<file path="src/rtl/imm_instr_encoder_if.sv">
// ============================================================================
//  Module      : imm_instr_encoder_if
//  Description : Request port and instruction-word stream of imm_instr_encoder.
//  Revision    : 1.0 - initial release
// ============================================================================
`default_nettype none

interface imm_instr_encoder_if;
  logic        req_valid;
  logic        req_ready;
  logic [3:0]  req_op;
  logic [4:0]  req_rd;
  logic [4:0]  req_rn;
  logic [63:0] req_imm;
  logic        ir_valid;
  logic        ir_ready;
  logic [31:0] ir_word;
  logic        ir_last;
  logic        err;

  modport master (
    output req_valid, req_op, req_rd, req_rn, req_imm, ir_ready,
    input  req_ready, ir_valid, ir_word, ir_last, err
  );

  modport slave (
    input  req_valid, req_op, req_rd, req_rn, req_imm, ir_ready,
    output req_ready, ir_valid, ir_word, ir_last, err
  );
endinterface

`default_nettype wire

</file>
<file path="src/rtl/imm_instr_encoder.sv">
// ============================================================================
//  Module      : imm_instr_encoder
//  Description : Encodes immediate-format requests (logic, arith, shift,
//                MOVZ/MOVK, multi-word LOADK) into 32-bit instruction words.
//                Define LOADK_SKIP_ZERO_EN to drop MOVKs of zero halfwords.
//  Revision    : 1.0 - initial release
// ============================================================================
`default_nettype none

module imm_instr_encoder #(
  parameter logic       SF_BIT    = 1'b1,
  parameter logic [1:0] SHIFT_OPC = 2'b10
) (
  input  wire logic          clock,
  input  wire logic          reset_n,
  imm_instr_encoder_if.slave bus
);

  typedef enum logic {
    S_IDLE = 1'b0,
    S_BUSY = 1'b1
  } state_t;

  state_t      state_q;
  logic        rdy_q;
  logic        ir_valid_q;
  logic [31:0] ir_word_q;
  logic        ir_last_q;
  logic        err_q;
  logic [63:0] imm_q;
  logic [4:0]  rd_q;
  logic [1:0]  hw_q;

  logic [31:0] word_d;
  logic        last_d;
  logic        err_d;
  logic        legal_d;
  logic [2:0]  acc_nxt;
  logic [2:0]  busy_nxt;
  logic [2:0]  after_nxt;

  function automatic logic [31:0] mov_word(input logic movz, input logic [1:0] hw,
                                           input logic [15:0] half, input logic [4:0] rd);
    mov_word = {SF_BIT, (movz ? 2'b10 : 2'b11), 6'b100101, hw, half, rd};
  endfunction

  // next_hw returns {found, index} of the next LOADK halfword after cur
`ifdef LOADK_SKIP_ZERO_EN
  function automatic logic [2:0] next_hw(input logic [63:0] imm, input logic [1:0] cur);
    next_hw = 3'b000;
    for (int k = 3; k >= 1; k--) begin
      if ((2'(k) > cur) && (imm[k*16 +: 16] != 16'h0)) next_hw = {1'b1, 2'(k)};
    end
  endfunction

  assign acc_nxt   = next_hw(bus.req_imm, 2'd0);
  assign busy_nxt  = next_hw(imm_q, hw_q);
  assign after_nxt = next_hw(imm_q, busy_nxt[1:0]);
`else
  function automatic logic [2:0] next_hw(input logic [1:0] cur);
    next_hw = (cur == 2'd3) ? 3'b000 : {1'b1, cur + 2'd1};
  endfunction

  assign acc_nxt   = next_hw(2'd0);
  assign busy_nxt  = next_hw(hw_q);
  assign after_nxt = next_hw(busy_nxt[1:0]);
`endif

  always_comb begin
    word_d  = 32'h0;
    last_d  = 1'b1;
    err_d   = 1'b0;
    legal_d = 1'b1;
    case (bus.req_op)
      4'd0, 4'd1, 4'd2, 4'd3: begin
        word_d = {SF_BIT, bus.req_op[1:0], 7'b1001000, bus.req_imm[11:0], bus.req_rn, bus.req_rd};
        err_d  = |bus.req_imm[63:12];
      end
      4'd4, 4'd5, 4'd6, 4'd7: begin
        word_d = {SF_BIT, bus.req_op[1:0], 5'b10001, 2'b00, bus.req_imm[11:0], bus.req_rn, bus.req_rd};
        err_d  = |bus.req_imm[63:12];
      end
      4'd8, 4'd9: begin
        word_d = {SF_BIT, SHIFT_OPC, 7'b1001101, (bus.req_op == 4'd8), 5'b00000,
                  bus.req_imm[5:0], bus.req_rn, bus.req_rd};
        err_d  = |bus.req_imm[63:6];
      end
      4'd10, 4'd11: begin
        word_d = mov_word(bus.req_op == 4'd10, bus.req_imm[17:16], bus.req_imm[15:0], bus.req_rd);
        err_d  = |bus.req_imm[63:18];
      end
      4'd12: begin
        word_d = mov_word(1'b1, 2'd0, bus.req_imm[15:0], bus.req_rd);
        last_d = ~acc_nxt[2];
      end
      default: begin
        legal_d = 1'b0;
        err_d   = 1'b1;
      end
    endcase
  end

  always_ff @(posedge clock or negedge reset_n) begin
    if (!reset_n) begin
      state_q    <= S_IDLE;
      rdy_q      <= 1'b0;
      ir_valid_q <= 1'b0;
      ir_word_q  <= 32'h0;
      ir_last_q  <= 1'b0;
      err_q      <= 1'b0;
      imm_q      <= 64'h0;
      rd_q       <= 5'h0;
      hw_q       <= 2'd0;
    end else begin
      err_q <= 1'b0;
      case (state_q)
        S_IDLE: begin
          rdy_q <= 1'b1;
          if (bus.req_valid && rdy_q) begin
            err_q <= err_d;
            // illegal ops are swallowed: no word, ready stays high
            if (legal_d) begin
              ir_word_q  <= word_d;
              ir_last_q  <= last_d;
              ir_valid_q <= 1'b1;
              rdy_q      <= 1'b0;
              imm_q      <= bus.req_imm;
              rd_q       <= bus.req_rd;
              hw_q       <= 2'd0;
              state_q    <= S_BUSY;
            end
          end
        end
        S_BUSY: begin
          if (ir_valid_q && bus.ir_ready) begin
            if (!ir_last_q) begin
              hw_q      <= busy_nxt[1:0];
              ir_word_q <= mov_word(1'b0, busy_nxt[1:0],
                                    imm_q[{busy_nxt[1:0], 4'b0000} +: 16], rd_q);
              ir_last_q <= ~after_nxt[2];
            end else begin
              ir_valid_q <= 1'b0;
              rdy_q      <= 1'b1;
              state_q    <= S_IDLE;
            end
          end
        end
        default: state_q <= S_IDLE;
      endcase
    end
  end

  assign bus.req_ready = rdy_q;
  assign bus.ir_valid  = ir_valid_q;
  assign bus.ir_word   = ir_word_q;
  assign bus.ir_last   = ir_last_q;
  assign bus.err       = err_q;

endmodule

`default_nettype wire

</file>
<file path="src/flat_wrapper.sv">
// flat-port wrapper written by rule: the top's interface ports become plain ports
module imm_instr_encoder_flat 
#(
  parameter logic       SF_BIT    = 1'b1,
  parameter logic [1:0] SHIFT_OPC = 2'b10
)
  (clock, reset_n, bus_req_valid, bus_req_op, bus_req_rd, bus_req_rn, bus_req_imm, bus_ir_ready, bus_req_ready, bus_ir_valid, bus_ir_word, bus_ir_last, bus_err);
  imm_instr_encoder_if bus_i ();
  input  wire logic clock;
  input  wire logic reset_n;
  input wire logic [$bits(bus_i.req_valid)-1:0] bus_req_valid;
  input wire logic [$bits(bus_i.req_op)-1:0] bus_req_op;
  input wire logic [$bits(bus_i.req_rd)-1:0] bus_req_rd;
  input wire logic [$bits(bus_i.req_rn)-1:0] bus_req_rn;
  input wire logic [$bits(bus_i.req_imm)-1:0] bus_req_imm;
  input wire logic [$bits(bus_i.ir_ready)-1:0] bus_ir_ready;
  output wire logic [$bits(bus_i.req_ready)-1:0] bus_req_ready;
  output wire logic [$bits(bus_i.ir_valid)-1:0] bus_ir_valid;
  output wire logic [$bits(bus_i.ir_word)-1:0] bus_ir_word;
  output wire logic [$bits(bus_i.ir_last)-1:0] bus_ir_last;
  output wire logic [$bits(bus_i.err)-1:0] bus_err;
  assign bus_i.req_valid = bus_req_valid;
  assign bus_i.req_op = bus_req_op;
  assign bus_i.req_rd = bus_req_rd;
  assign bus_i.req_rn = bus_req_rn;
  assign bus_i.req_imm = bus_req_imm;
  assign bus_i.ir_ready = bus_ir_ready;
  assign bus_req_ready = bus_i.req_ready;
  assign bus_ir_valid = bus_i.ir_valid;
  assign bus_ir_word = bus_i.ir_word;
  assign bus_ir_last = bus_i.ir_last;
  assign bus_err = bus_i.err;
  imm_instr_encoder #(.SF_BIT(SF_BIT), .SHIFT_OPC(SHIFT_OPC)) u_core (.clock(clock), .reset_n(reset_n), .bus(bus_i));
endmodule
</file>
<file path="config.mk">
export PLATFORM = sky130hd
export DESIGN_NAME = imm_instr_encoder_flat
export DESIGN_NICKNAME = d
export VERILOG_FILES = /design/src/rtl/imm_instr_encoder_if.sv /design/src/rtl/imm_instr_encoder.sv /design/src/flat_wrapper.sv
export SDC_FILE = /design/constraint.sdc
export NUM_CORES = 1
export LEC_CHECK = 0
export CAP_MARGIN = 5
export CORE_MARGIN = 2
export CORE_UTILIZATION = 55
export DETAILED_ROUTE_END_ITERATION = 8
export PLACE_DENSITY = 0.86
export SYNTH_ARGS = -nofsm -noshare
export SYNTH_HDL_FRONTEND = slang
export SYNTH_SLANG_ARGS = --single-unit
</file>
<file path="constraint.sdc">
create_clock -name clock -period 3.35 [get_ports clock]
set_input_delay 0.8375 -clock clock [delete_from_list [all_inputs] [get_ports clock]]
set_output_delay 0.8375 -clock clock [all_outputs]
set_load 0.005 [all_outputs]
</file>
* Word-level counts from Yosys, hierarchy flattened *
Index checks and enable logic that the tools add are counted.

operators by class
  add/subtract/negate cells = 2
  equality and inequality tests = 19
  shift operators = 1
  mux-type cells = 39
  bitwise logic cells = 2
  reductions and logical operators = 17

operators with widths
  kind                   number
  $pmux W32 S5           1
  $mux W32               4
  $pmux W32 S2           1
  $shiftx A64 B7 Y16     1
  $reduce_or A58 Y1      1
  $reduce_or A52 Y1      1
  $reduce_or A46 Y1      1
  $mux W1                21
  $eq A4 B4 Y1 const B   5
  $eq A4 B3 Y1 const B   4
  $reduce_or A13 Y1      1
  $mux W2                5
  $eq A4 B2 Y1 const B   2
  $pmux W1 S2            4
  $reduce_and A4 Y1      2
  $reduce_or A4 Y1       2
  $reduce_or A8 Y1       1
  $ne A2 B2 Y1 const B   3
  $reduce_and A3 Y1      2
  $add A2 B1 Y2 const B  2
  $eq A2 B2 Y1 const B   2
  $eq A4 B1 Y1 const B   1
  $logic_not A4 Y1       1
  $ne A2 B1 Y1 const B   2
  other kinds (7)        10

storage, ports and cells
  register bits after elaboration = 108
  bits of input ports = 82
  word-level logic and storage cells = 89

* Logic depth before layout (Yosys ltp) *
  depth after elaboration = 8
  gate-level depth with buffers = 9
  depth with buffers taken out = 6

* Worst setup path before layout *
No wires, ideal clock.

  path kind = reg2reg
  start point = register u_core.hw_q[0]
  end point = register u_core.ir_word_q[17] (netlist: u_core.bus.ir_word[17])
  setup time = 0.126 ns
  arrival = 2.167 ns
  required time = 3.224 ns
  path slack = 1.057 ns
  cell stages (with the launch flop) = 9
  path buffers = 3
  cell sequence = dfrtp_1 > buf_2 > buf_2 > inv_1 > ha_1 > clkbuf_1 > mux4_2 > a221oi_1 > nor2_1

between the ends
  longest elaborated chain between the ends = 6

ends and longest elaborated chain
  what                                           line                      RTL
  from (decl)                                    imm_instr_encoder.sv:32   logic [1:0] hw_q;
  from (signal assigned)                         imm_instr_encoder.sv:137  hw_q <= busy_nxt[1:0];
  $add A2 B1 Y2 or $eq A2 B2 Y1 (tied branches)  imm_instr_encoder.sv:61   next_hw = (cur == 2'd3) ? 3'b000 : {1'b1, cur + 2'd1};
  $mux W2 (*)                                    imm_instr_encoder.sv:61
  $shiftx A64 B7 Y16 (*)                         imm_instr_encoder.sv:139  imm_q[{busy_nxt[1:0], 4'b0000} +: 16], rd_q);
  $mux W32 (*)                                   imm_instr_encoder.sv:136  if (!ir_last_q) begin
  $mux W32 (*)                                   imm_instr_encoder.sv:135  if (ir_valid_q && bus.ir_ready) begin
  $pmux W32 S2 (*)                               imm_instr_encoder.sv:116  case (state_q)
  to (signal assigned)                           imm_instr_encoder.sv:123  ir_word_q <= word_d;
  to (signal assigned)                           imm_instr_encoder.sv:138  ir_word_q <= mov_word(1'b0, busy_nxt[1:0],
  to (decl)                                      imm_instr_encoder.sv:27   logic [31:0] ir_word_q;

Every way passes the cells marked *; elsewhere a longest branch is shown, timed or not. The select of a mux whose other input is x is not followed.
A chain may end at the register's enable or synchronous reset.

* Final worst setup path *
  start point = input port bus_req_op[1]
  end point = register u_core.ir_word_q[18] (netlist: u_core.bus.ir_word[18])

between the ends
  longest elaborated chain between the ends = 6

ends and longest elaborated chain
  what                                            line                      RTL
  from (decl)                                     flat_wrapper.sv:12        input wire logic [$bits(bus_i.req_op)-1:0] bus_req_op;
  $eq A4 B3 Y1, or another cell as far along      imm_instr_encoder.sv:74   case (bus.req_op)
  $reduce_or A4 Y1, or another cell as far along  -
  $pmux W32 S5                                    imm_instr_encoder.sv:74
  $mux W32                                        imm_instr_encoder.sv:122  if (legal_d) begin
  $mux W32                                        imm_instr_encoder.sv:119  if (bus.req_valid && rdy_q) begin
  $pmux W32 S2                                    imm_instr_encoder.sv:116

Parallel ways exist; a longest one is shown, timed or not. The select of a mux whose other input is x is not followed.

==> metrics.md <==
| Metric | Value |
|---|---|
| Run status | finished, final reports clean |
| Detailed Routing Iterations Pass 1 | 5 |
| Mapped cell area | 5205 sq um |
| Sequential area share after synthesis | 50.48% |
| Core area | 9196 sq um |
| Levels on crit path | 5 |
| Routed length per placed instance | 17.86 um |
| Reg power frac | 39.1% |
| Critical path class | input port to register |
| Nets | 771 |
| Bufs on Longest Clock Path | 2 |
| Max Freq | 386.8 MHz |
| Relative slew slack | 47.43% |
| Die X | 101.3 um |
| Unrepaired setup endpoints after global routing | false |
| CP Cell Sequence | clkdlybuf4s50_1, or3b_1, a31oi_1, a221oi_1, nor2_1 |
| First-pass GRT wire length | 23320 um |
| Vias in the first global route | 4641 |
| Worst-margin pin slew | 788.6 ps |
| Setup violations, final | 0 |
| Layout cells sized above 1 | 7.659% |
| Final min period | 2585 ps |
| Initial core utilization | 56.60% |
| Post-CTS Hold Fix Bufs | 0 |
| Crit path max-delay family | simple AND/OR/NAND/NOR gates |
| Post-Syn Area per Cell | 8.807 sq um |
| Post-cts resize count | 0 |
| Pwr/cell area | 853.7 nW/um^2 |
| Gate power share | 44.9% |
| Sw frac | 37.54% |
| Maximum vdd ir drop | 393.6 uV |
| CTS tree | done |
| Warnings, synthesis | 0 |
| Clk pwr share | 15.9% |
| # port buffers | 115 |
| Initial antenna violation count | 0 |
| Setup crit end kind | register |
| Maxcap violations | 0 |
| Clk_lat worst skew | 370 ps |
| Iter 0 DRT Violations | 435 |
| Grt total ovfl | 0 |
| Fin Hold WS | 446.3 ps |
| Final ANT Viol Nets | 0 |
| Worst R2R Path Depth | 5 |
| Setup TNS | 0 ps |
| Max Slew Vio Count | 0 |
| Post-CTS setup buffers | 0 |
| HPWL after DPL | 10520 um |
| RR Endpoint | u_core.bus.ir_word[18]$_DFFE_PN0P_ |
| Worst reg2reg startpoint | u_core.hw_q[0]$_DFFE_PN0P_ |
| TritonCTS Buffers | 9 |
| EDFF count, synth | 0 |
| NetSw | 2.133 mW |
| Critical path fanouts, max | 12 |
| Synth unique cells | 49 |
| Area Overhead vs Synth | 27.86% |
| Slowest Stage Delay on Critical Path | 640 ps |
| Worst Hold Class | input port to asynchronous set/reset pin |
| GRT Util Overall | 29.40% |
| Routed wire length | 14340 um |
| Fin Clk Skew | 13.84 ps |
| Mapped Cells | 591 |
| H-tree level count | 3 |
| Yosys reg bits | 105 |
| Share of flip-flops with an asynchronous set or reset | 100.0% |
| DR vias | 4693 |
| Ports | 118 |
| LEAKAGE | 3.028 nW |
| Worst reg-to-reg setup slack | 840 ps |
| Vias per cell | 5.844 |
| Placement Rows | 35 |
| Clock-pin transition on the worst setup and hold timing paths | 110 ps |
| Final hold violations | 0 |
| Worst setup SP type | input port |
| Final period util | 77.17% |
| Ys flop type | dfrtp_1 |
| N_diodes | 0 |
| Worst Path Required | 3650 ps |
| RD Place Congestion | 0.8933 |
| Die Height | 101.3 um |
| Die area | 10260 sq um |
| CP arrival | 2880 ps |
| Clock sinks | 105 |
| DRC violations left | 0 |
| Slowest cell on crit path | or3b_1 |
| Largest net degree at the start of global routing | 72 |
| Internal power | 3.548 mW |
| Clk Tree Root Cell | clkbuf_8 |
| Buf+Inv Stages, Crit Path | 1 |
cell families (layout without fill, tap and decap cells):
logic type / Yosys count / count (layout) / share of synthesized area [%]
simple gates: 293 / 293 / 23.85
mux: 23 / 23 / 6.274
other cells: 1 / 2 / 0.07205
flops: 105 / 105 / 50.48
compound gates: 107 / 107 / 13.68
buf+inv: 60 / 160 / 5.168
fa+ha+maj: 2 / 2 / 0.4807
cell type report:
| cell class | count | area (sq um) |
|---|---|---|
| clock buffers | 11 | 151.4 |
| clock inverters | 5 | 85.08 |
| fillers | 657 | 2541 |
| inverters | 19 | 71.32 |
| multi-input cells | 427 | 2320 |
| flip-flops and latches | 105 | 2628 |
| well taps | 111 | 138.9 |
| repair buffers | 125 | 1261 |
power groups by stage:
stage,Combinational [mW],Sequential [mW],Clock (mW)
after floorplan,1.57,2.15,0
after global placement,2.43,2.21,0
after detailed placement,2.52,2.24,0
after CTS,2.54,2.21,0.912
after global routing,2.82,2.28,0.960
final,2.55,2.22,0.906
cells in the final DEF, fill, tap and decap left out, types with 2 or more instances in the layout:
master	Yosys	routed
nand2_1	207	207
clkdlybuf4s50_1	0	114
dfrtp_1	105	105
o21ai_0	36	36
nor2_1	36	35
inv_1	19	19
nor4_1	14	14
mux2_2	14	14
a31oi_1	13	13
clkbuf_8	0	11
a21oi_1	10	10
a211oi_1	10	10
and2_1	10	10
o211ai_1	9	9
buf_4	4	8
nand3b_1	6	6
a221oi_1	6	6
mux4_2	5	5
nand4_1	4	4
o311ai_0	4	4
nand2b_1	3	3
nor2b_1	3	3
o22a_1	3	3
mux2i_1	3	3
buf_12	0	3
nand3_1	2	2
o22ai_1	2	2
nor2_4	1	2
nor3_1	2	2
a221o_1	2	2
a21boi_0	2	2
a21o_1	2	2
ha_1	2	2
conb_1	1	2
bufinv_16	0	2
layer usage:
layer	share of wire (%)	routed length [um]	track usage [%]	up-vias
li1	-	-	-	2182
met1	42	6085	41.61	2256
met2	47	6698	46.00	225
met3	8.4	1198	5.038	30
met4	2.5	355	10.91	0
met5	0	0	0	-
sequential cells by signal, indices dropped and copies added (netlist names), 2 cells and up:
register / count
u_core.imm_q: 64
u_core.hw_q: 2
u_core.bus.ir_word: 29
u_core.rd_q: 5
worst register-to-register path, cell delays in order (launching register included):
cell      delay (ps)
dfrtp_1          520
ha_1             400
nor2_4           460
mux4_2           610
a221oi_1         340
nor2_1            80
worst max-delay path by stage:
stage,endpoint,start
after floorplan,u_core.bus.ir_word[17]$_DFFE_PN0P_,u_core.hw_q[0]$_DFFE_PN0P_
after global placement,u_core.bus.ir_word[17]$_DFFE_PN0P_,bus_req_op[1]
after detailed placement,u_core.bus.ir_word[18]$_DFFE_PN0P_,bus_req_op[2]
after CTS,u_core.bus.ir_word[18]$_DFFE_PN0P_,u_core.hw_q[0]$_DFFE_PN0P_
after global routing,u_core.bus.ir_word[18]$_DFFE_PN0P_,bus_req_op[1]
final,u_core.bus.ir_word[18]$_DFFE_PN0P_,bus_req_op[1]
stage by stage:
step	power (mW)	worst slack, ps	area [sq um]	util (%)	std cells
5_1_grt	6.062	623.7	6655	72.37	803
3_5_place_dp	4.763	469.4	6419	69.80	787
4_1_cts	5.671	837.7	6655	72.37	803
6_report	5.682	764.9	6655	72.37	803
3_3_place_gp	4.640	509.3	6419	69.80	787
2_1_floorplan	3.716	1057	5209	-	592
Yosys cell counts, types with 2 or more instances:
cell	instances	area [sq um]
nand2_1	207	777.0
dfrtp_1	105	2628
nor2_1	36	135.1
o21ai_0	36	180.2
inv_1	19	71.32
clkbuf_1	18	67.56
buf_2	17	85.08
mux2_2	14	157.7
nor4_1	14	87.58
a31oi_1	13	81.33
a211oi_1	10	75.07
a21oi_1	10	50.05
and2_1	10	62.56
o211ai_1	9	67.56
a221oi_1	6	52.55
nand3b_1	6	45.04
mux4_2	5	112.6
buf_4	4	30.03
nand4_1	4	25.02
o311ai_0	4	35.03
mux2i_1	3	30.03
nand2b_1	3	18.77
nor2b_1	3	18.77
o22a_1	3	26.28
a21boi_0	2	15.01
a21o_1	2	15.01
a221o_1	2	20.02
ha_1	2	25.02
nand3_1	2	10.01
nor3_1	2	10.01
o22ai_1	2	12.51
Note: power is estimated with default switching activity, not from simulation.
